==> src/rtl/digit_feature_decode.sv <==
// 3x3 glyph-code digit tracker with frame-stable locking.
// Overlays a sampling grid whose colour shows lock state.
module digit_feature_decode #(
    parameter int          POST_UP       = 80,
    parameter int          POST_DOWM     = 190,
    parameter int          POST_LEFT     = 70,
    parameter int          STABLE_FRAMES = 3,
    parameter logic [8:0]  DIG0          = 9'h1EF,
    parameter logic [8:0]  DIG1          = 9'h092,
    parameter logic [8:0]  DIG2          = 9'h193,
    parameter logic [8:0]  DIG3          = 9'h1F7,
    parameter logic [8:0]  DIG4          = 9'h13D,
    parameter logic [8:0]  DIG5          = 9'h0D6,
    parameter logic [8:0]  DIG6          = 9'h1F9,
    parameter logic [8:0]  DIG7          = 9'h127,
    parameter logic [8:0]  DIG8          = 9'h1FF,
    parameter logic [8:0]  DIG9          = 9'h13F,
    parameter logic [23:0] COLOR_LOCK    = 24'h00FF00,
    parameter logic [23:0] COLOR_SEARCH  = 24'hFF0000
) (
    input  logic        clk,
    input  logic        rst_n,
    input  logic        i_hs,
    input  logic        i_vs,
    input  logic        i_de,
    input  logic [11:0] i_x,
    input  logic [11:0] i_y,
    input  logic [23:0] i_data,
    input  logic [8:0]  feature_code,
    output logic        o_hs,
    output logic        o_vs,
    output logic        o_de,
    output logic [11:0] o_x,
    output logic [11:0] o_y,
    output logic [23:0] o_data,
    output logic [3:0]  digit,
    output logic        digit_valid
);

    localparam logic [3:0]  NOMATCH = 4'd15;
    localparam logic [3:0]  SF      = 4'(STABLE_FRAMES);
    localparam logic [11:0] Y_UP    = 12'(POST_UP);
    localparam logic [11:0] Y_M1    = 12'(POST_UP + 35);
    localparam logic [11:0] Y_M2    = 12'(POST_UP + 70);
    localparam logic [11:0] Y_DN    = 12'(POST_DOWM);
    localparam logic [11:0] X_C0    = 12'(POST_LEFT);
    localparam logic [11:0] X_C1    = 12'(POST_LEFT + 23);
    localparam logic [11:0] X_C2    = 12'(POST_LEFT + 46);
    localparam logic [11:0] X_C3    = 12'(POST_LEFT + 70);

    localparam logic [8:0] DIG_TAB [10] = '{
        DIG0, DIG1, DIG2, DIG3, DIG4, DIG5, DIG6, DIG7, DIG8, DIG9
    };

    typedef enum logic [1:0] {IDLE, TRACK, LOCK} state_t;

    state_t      state_q, state_d;
    logic [3:0]  cand_q, cand_d;
    logic [3:0]  cnt_q, cnt_d;
    logic [3:0]  digit_q, digit_d;
    logic        valid_q, valid_d;
    logic        vs_q;
    logic        hs_q, vso_q, de_q;
    logic [11:0] x_q, y_q;
    logic [23:0] data_q, data_d;

    logic        sample;
    logic [3:0]  match;
    logic [3:0]  cnt_inc;
    logic        x_in, y_in, col_hit, row_hit, grid;

    assign sample  = vs_q && !i_vs;
    assign cnt_inc = (cnt_q == 4'd15) ? cnt_q : cnt_q + 4'd1;

    // Scan downward so the lowest matching index wins.
    always_comb begin
        match = NOMATCH;
        for (int i = 9; i >= 0; i--) begin
            if (feature_code == DIG_TAB[i]) match = 4'(i);
        end
    end

    always_ff @(posedge clk) begin
        if (!rst_n) begin
            state_q <= IDLE;
            cand_q  <= 4'd15;
            cnt_q   <= 4'd0;
            digit_q <= 4'd15;
            valid_q <= 1'b0;
            vs_q    <= 1'b0;
            hs_q    <= 1'b0;
            vso_q   <= 1'b0;
            de_q    <= 1'b0;
            x_q     <= 12'd0;
            y_q     <= 12'd0;
            data_q  <= 24'd0;
        end else begin
            state_q <= state_d;
            cand_q  <= cand_d;
            cnt_q   <= cnt_d;
            digit_q <= digit_d;
            valid_q <= valid_d;
            vs_q    <= i_vs;
            hs_q    <= i_hs;
            vso_q   <= i_vs;
            de_q    <= i_de;
            x_q     <= i_x;
            y_q     <= i_y;
            data_q  <= data_d;
        end
    end

    always_comb begin
        state_d = state_q;
        cand_d  = cand_q;
        cnt_d   = cnt_q;
        if (sample) begin
            if (match == NOMATCH) begin
                state_d = IDLE;
                cnt_d   = 4'd0;
            end else if (state_q != IDLE && match == cand_q) begin
                cnt_d = cnt_inc;
                if (state_q == TRACK && cnt_inc == SF) state_d = LOCK;
            end else begin
                cand_d  = match;
                cnt_d   = 4'd1;
                state_d = (SF == 4'd1) ? LOCK : TRACK;
            end
        end
    end

    always_comb begin
        valid_d = (state_d == LOCK);
        digit_d = (state_d == LOCK) ? cand_d : digit_q;
    end

    always_comb begin
        x_in    = (i_x >= X_C0) && (i_x <= X_C3);
        y_in    = (i_y >= Y_UP) && (i_y <= Y_DN);
        col_hit = (i_x == X_C0) || (i_x == X_C1) ||
                  (i_x == X_C2) || (i_x == X_C3);
        row_hit = (i_y == Y_UP) || (i_y == Y_M1) ||
                  (i_y == Y_M2) || (i_y == Y_DN);
        grid    = (col_hit && y_in) || (row_hit && x_in);
        data_d  = grid ? (valid_d ? COLOR_LOCK : COLOR_SEARCH) : i_data;
    end

    assign o_hs        = hs_q;
    assign o_vs        = vso_q;
    assign o_de        = de_q;
    assign o_x         = x_q;
    assign o_y         = y_q;
    assign o_data      = data_q;
    assign digit       = digit_q;
    assign digit_valid = valid_q;

endmodule
==> config.mk <==
export PLATFORM = sky130hd
export DESIGN_NAME = digit_feature_decode
export DESIGN_NICKNAME = d
export VERILOG_FILES = /design/src/rtl/digit_feature_decode.sv
export SDC_FILE = /design/constraint.sdc
export NUM_CORES = 1
export LEC_CHECK = 0
export CAP_MARGIN = 15
export CORE_UTILIZATION = 42
export CTS_CLUSTER_DIAMETER = 80
export DETAILED_ROUTE_END_ITERATION = 12
export GPL_TIMING_DRIVEN = 0
export PLACE_DENSITY = 0.9
export SLEW_MARGIN = 10
export SYNTH_ARGS = -nofsm -noshare
export SYNTH_HDL_FRONTEND = slang
export SYNTH_SLANG_ARGS = --single-unit
==> constraint.sdc <==
create_clock -name clk -period 3.3 [get_ports clk]
set_input_delay 0.33 -clock clk [delete_from_list [all_inputs] [get_ports clk]]
set_output_delay 0.33 -clock clk [all_outputs]
set_load 0.02 [all_outputs]
==> out/metrics.yaml, run 1 <==
overflow: 0
yosysSeqAreaShare_pct: 47.83
drive_gt1_share_pct: 7.311
nNetsFinal: 483
required_ns: 3.53
ctsResizeCount: 0
synth_area_leaders: "dfxtp_1 48%, and2_1 9.1%, nor2_1 5.0%"
cp.arrival_ns: 3.08
synth_edf_count: 0
dieArea_sq_um: 6906
rows: 29
grt_max_degree: 12
start_util_pct: 43.51
ys_types: 60
rsz0062_at_grt: "false"
cts.sinks: 66
ys.flop_type: "dfxtp_1"
layoutNonFillerInstCount: 501
grt_pass1_wl_um: 11900
finClkSkew_ns: 0.006317
outcome: "finished, final reports clean"
avgSynthCellArea_sq_um: 9.397
h-tree-depth: 3
max_freq_mhz: 350.6
synth_seq_cells: 66
drt-vias-per-instance: 5.289
clk_pin_slew_ns: 0.07
hold_buffers: 0
core_area_sq_um: 6350
placed_cells: 486
setup_viol: 0
power_w: 0.001772
final.setup.tns_ns: 0
fin_area_sq_um: 4203
syn_area_sq_um: 2763
numPortBuffers: 115
power_density_nw_per_um2: 421.7
synth_most_common_cell: "dfxtp_1"
min_period_ns: 2.852
clock_latency_ns: 0.34
dr.pass1.iters: 7
synth_commonest_cells: "66 x dfxtp_1, 40 x and2_1, 37 x nor2_1"
min-delay-path-class: "input port to register"
grt_pass1_vias: 2612
cp-end-kind: "register"
tightest_slew_ns: 0.6211
io_pins: 118
synth_cells: 294
antenna_found_initial: 0
track_usage_pct: 21.80
wl_um: 7278
ys_warn_count: 0
postCtsSetupBuffers: 0
cts-root-buf: "clkbuf_8"
critPathMaxFanout: 7
synthDominantCellAreaShare_pct: 47.83
leakage_nw: 1.592
die_h_um: 83.11
place_congestion: 0.7953
maxCapViolCount: 0
dpl_cell_area_sq_um: 4010
dpl.hpwl_um: 5533
startpoint_type: "input port"
cts_buffers: 9
area_growth_pct: 52.13
min_period_over_period_pct: 86.43
final_util_pct: 66.19
hold_violations: 0
clockBufferDepth: 2
vias: 2650
crit_type: "input port to register"
drc: 0
drtAntennaViolNets: 0
async_reset_ff_share_pct: 0
vdd_ir_drop_max_v: 0.0003153
drv_slew: 0
cts_tree: "done"
yosys.area.top_type: "dfxtp_1"
wl_per_cell_um: 14.53
fp.dieW_um: 83.11
syn_nets: 357
num_antenna_cells: 0
maxSlewHeadroom_pct: 58.59
first_iter_violations: 171
[stage by stage]
step                      worst slack [ns]  hold WS, ns
after floorplan                     0.7814       0.4507
final                               0.4479       0.4843
after CTS                           0.4658       0.4672
after detailed placement            0.1045       0.4980
after global routing                0.2787       0.5329
after global placement              0.1156       0.4822
[report_power, final]
group          switching [W]  internal (W)  leakage (nW)
clock network       0.000300      0.000362        0.0941
registers         0.00000892      0.000830         0.546
logic               0.000123      0.000148         0.952
total               0.000432       0.00134          1.59
[area by class of cell]
| cell class | instances | area, sq um |
|---|---|---|
| Buffer | 9 | 42.54 |
| Clock inverter | 5 | 55.05 |
| Tap cell | 77 | 96.34 |
| Timing Repair Buffer | 115 | 1151 |
| Inverter | 4 | 15.01 |
| Multi-Input combinational cell | 215 | 1384 |
| Clock buffer | 10 | 137.6 |
| Fill cell | 466 | 2147 |
| Sequential cell | 66 | 1321 |
[metal layers]
metal  up-vias  GRT usage, %  wire [um]
li1       1297             -          -
met1      1234         22.35       2853
met2       105         38.60       3679
met3        14         9.543        586
met4         0         8.934        159
met5         -             0          0
[layout by cell type, fill, tap and decap left out, drive strengths merged, types with 4 or more instances in the layout]
cell,Yosys,layout
and2,40,40
nor3,5,5
clkdlybuf4s50,0,115
o21ai,15,15
nand2,15,15
o31ai,4,4
a21oi,7,7
nor4,5,5
dfxtp,66,66
nor2b,4,4
nand2b,10,10
nand3,10,10
nor2,38,38
or3b,4,4
clkbuf,7,17
inv,4,4
[path summary, 6_finish.rpt]
kind | from | to | slack (ns) | cells after the start
hold reg to reg | digit[1] | digit[1] | 0.51 | 2
setup / recovery | feature_code[4] | digit[3] | 0.45 | 9
hold / removal | feature_code[2] | cand_q[1] | 0.48 | 4
setup reg to reg | cnt_q[0] | digit[3] | 0.97 | 9
[critical path, cell delays in order]
cell,delay [ns]
clkdlybuf4s50_1,0.57
or3b_4,0.44
nor4_2,0.29
a21oi_1,0.12
a211o_1,0.35
a211oi_2,0.32
o21ai_2,0.16
nor2_2,0.15
mux2_1,0.34
[sequential cells by signal, summed over array words and instances (netlist names)]
signal	count
o_data	24
o_x	12
o_y	12
cand_q	4
cnt_q	4
digit	4
state_q	2
digit_valid	1
o_de	1
o_hs	1
o_vs	1
[cells by family (layout without fill, tap and decap cells)]
family                   count (synthesis)  in the layout  synth area share [%]
buffers and inverters                   13            143                 2.083
AO/OA/AOI/OAI                           56             56                 16.30
multiplexers                             5              5                 1.902
XOR/XNOR                                 2              2                0.6342
flip-flops                              66             66                 47.83
AND/OR/NAND/NOR                        151            151                 30.80
adder cells (fa/ha/maj)                  1              1                0.4528
No activity file was read; power rests on OpenSTA's default activity.
==> run 2: changes to the inputs <==
--- a/config.mk
+++ b/config.mk
@@ -8,6 +8,7 @@
 export CAP_MARGIN = 15
 export CORE_UTILIZATION = 42
 export CTS_CLUSTER_DIAMETER = 80
+export CTS_CLUSTER_SIZE = 14
 export DETAILED_ROUTE_END_ITERATION = 12
 export GPL_TIMING_DRIVEN = 0
 export PLACE_DENSITY = 0.9
==> results of run 2 <==
Final layout, timing and power as in run 1 (identical DEF).
==> run 3: changes to the inputs <==
--- a/config.mk
+++ b/config.mk
@@ -12,6 +12,7 @@
 export DETAILED_ROUTE_END_ITERATION = 12
 export GPL_TIMING_DRIVEN = 0
 export PLACE_DENSITY = 0.9
+export SETUP_SLACK_MARGIN = 0.5
 export SLEW_MARGIN = 10
 export SYNTH_ARGS = -nofsm -noshare
 export SYNTH_HDL_FRONTEND = slang
==> run 3 against run 2 <==
Clock skew is essentially flat. Final cell count grew 0.40%. Core utilization grew 1.6 points. Flip-flop and latch count is the same. Combinational power is essentially flat. Via count grew 1.5%. Sequential share of layout area shrank 0.74 points. Fmax grew 6.1%. Critical path depth is the same. Worst setup slack gained 0.16 ns. Final area grew 2.4%. Clock-buffer cell count is the same. Largest cell class unchanged. Largest power group unchanged. Highest routed layer unchanged.
==> out/metrics.yaml, run 3 (synthesis gave the netlist of run 1 again) <==
wl_um: 7569
cts-root-buf: "clkbuf_8"
numPortBuffers: 115
critPathMaxStageDelay_ns: 0.48
hold_ws_ns: 0.4916
track_usage_pct: 22.34
intPower_w: 0.001340
hold_buffers: 0
grt_max_degree: 12
comb_power_share_pct: 15.4
rows: 29
drtAntennaViolNets: 0
pwr-share-seq_pct: 47.2
switching_share_pct: 24.59
cp.arrival_ns: 2.92
clockPowerShare_pct: 37.4
core_area_sq_um: 6350
drv_slew: 0
area_growth_pct: 55.80
dieArea_sq_um: 6906
first_iter_violations: 155
layout_common_cells: "111 x clkdlybuf4s50_1, 66 x dfxtp_1, 40 x and2_1, 37 x nor2_1, 15 x nand2_1"
setup_viol: 0
critPathMaxFanout: 6
final.setup.tns_ns: 0
power_density_nw_per_um2: 412.9
vdd_ir_drop_max_v: 0.0003200
crit_buf_inv: 1
cts_tree: "done"
largest_reg_flops: 24
drt-vias-per-instance: 5.346
wl_per_cell_um: 15.05
worst-r2r-cell-count: 9
crit_chain: "clkdlybuf4s50_1, nand4b_1, nor4_2, or3b_2, nor2_1, xnor2_1, a32oi_4, nor2_2, mux2_1"
final_util_pct: 67.78
vias: 2689
finClkSkew_ns: 0.006493
dpl.hpwl_um: 5533
fp.dieW_um: 83.11
h-tree-depth: 3
clock_latency_ns: 0.34
rsz0062_at_grt: "false"
num_antenna_cells: 0
power_w: 0.001777
hold_violations: 0
fin_area_sq_um: 4304
crit_type: "input port to register"
outcome: "finished, final reports clean"
p_switching_w: 0.0004369
place_congestion: 0.7953
grt_pass1_vias: 2655
maxSlewHeadroom_pct: 62.63
path_depth: 9
required_ns: 3.53
dr.pass1.iters: 5
min_period_over_period_pct: 81.49
cts_buffers: 9
critical_path.top_delay_family: "simple AND/OR/NAND/NOR gates"
min-delay-path-class: "input port to register"
overflow: 0
nNetsFinal: 485
final_common_cell: "clkdlybuf4s50_1"
io_pins: 118
dpl_cell_area_sq_um: 4010
drive_gt1_share_pct: 9.624
min_period_ns: 2.689
leakage_nw: 1.643
cp-end-kind: "register"
hold_path_depth: 4
clk_pin_slew_ns: 0.07
grt_pass1_wl_um: 12210
cts.sinks: 66
startpoint_type: "input port"
drc: 0
tightest_slew_ns: 0.5464
slowest_stage: "clkdlybuf4s50_1"
antenna_found_initial: 0
start_util_pct: 43.51
die_h_um: 83.11
maxCapViolCount: 0
max_freq_mhz: 371.9
clockBufferDepth: 2
-- run 3: worst paths after layout --
check / startpoint / end / slack, ns
worst min register to register: digit[1] / digit[1] / 0.50
worst max register to register: cnt_q[0] / digit[3] / 1.06
worst max-delay path: feature_code[3] / digit[3] / 0.61
worst min-delay path: feature_code[2] / cand_q[1] / 0.49
-- run 3: final cells by class --
type	instances	area, sq um
sequential	66	1321
clock buffer	10	137.6
multi-input combinational	215	1464
buffer	9	42.54
fill	454	2046
inverter	4	15.01
clock inverter	5	55.05
timing repair buffer	117	1172
tap	77	96.34
-- run 3: timing repair --
item,in CTS,in global routing
cloned,0,0
gates resized for setup,5,12
setup buffers,1,1
setup endpoints to repair,10,20
pin swaps,2,7
-- run 3: per-stage QoR --
stage | cells | setup slack [ns]
2_1_floorplan | 294 | 0.7814
3_3_place_gp | 486 | 0.1156
3_5_place_dp | 486 | 0.1045
4_1_cts | 502 | 0.5182
5_1_grt | 503 | 0.5167
6_report | 503 | 0.6109
-- run 3: worst min-delay path, stage by stage --
cell and delay (ns):
buf_2 0.17, a21oi_1 0.12, nand3_1 0.09, nand3_1 0.07
-- run 3: power groups by stage --
stage | clock (W) | sequential (W) | combinational (W)
3_3_place_gp | 0 | 0.000856 | 0.000264
2_1_floorplan | 0 | 0.000899 | 0.0000618
3_5_place_dp | 0 | 0.000857 | 0.000269
6_report | 0.000665 | 0.000839 | 0.000274
4_1_cts | 0.000680 | 0.000839 | 0.000272
5_1_grt | 0.000718 | 0.000841 | 0.000291
-- run 3: per-layer routing --
metal / share of wire [%] / GRT usage (%) / up-vias
met1: 37 / 23.07 / 1248
li1: - / - / 1300
met2: 52 / 39.64 / 122
met4: 2.3 / 8.777 / 0
met5: 0 / 0 / -
met3: 9.4 / 9.642 / 19
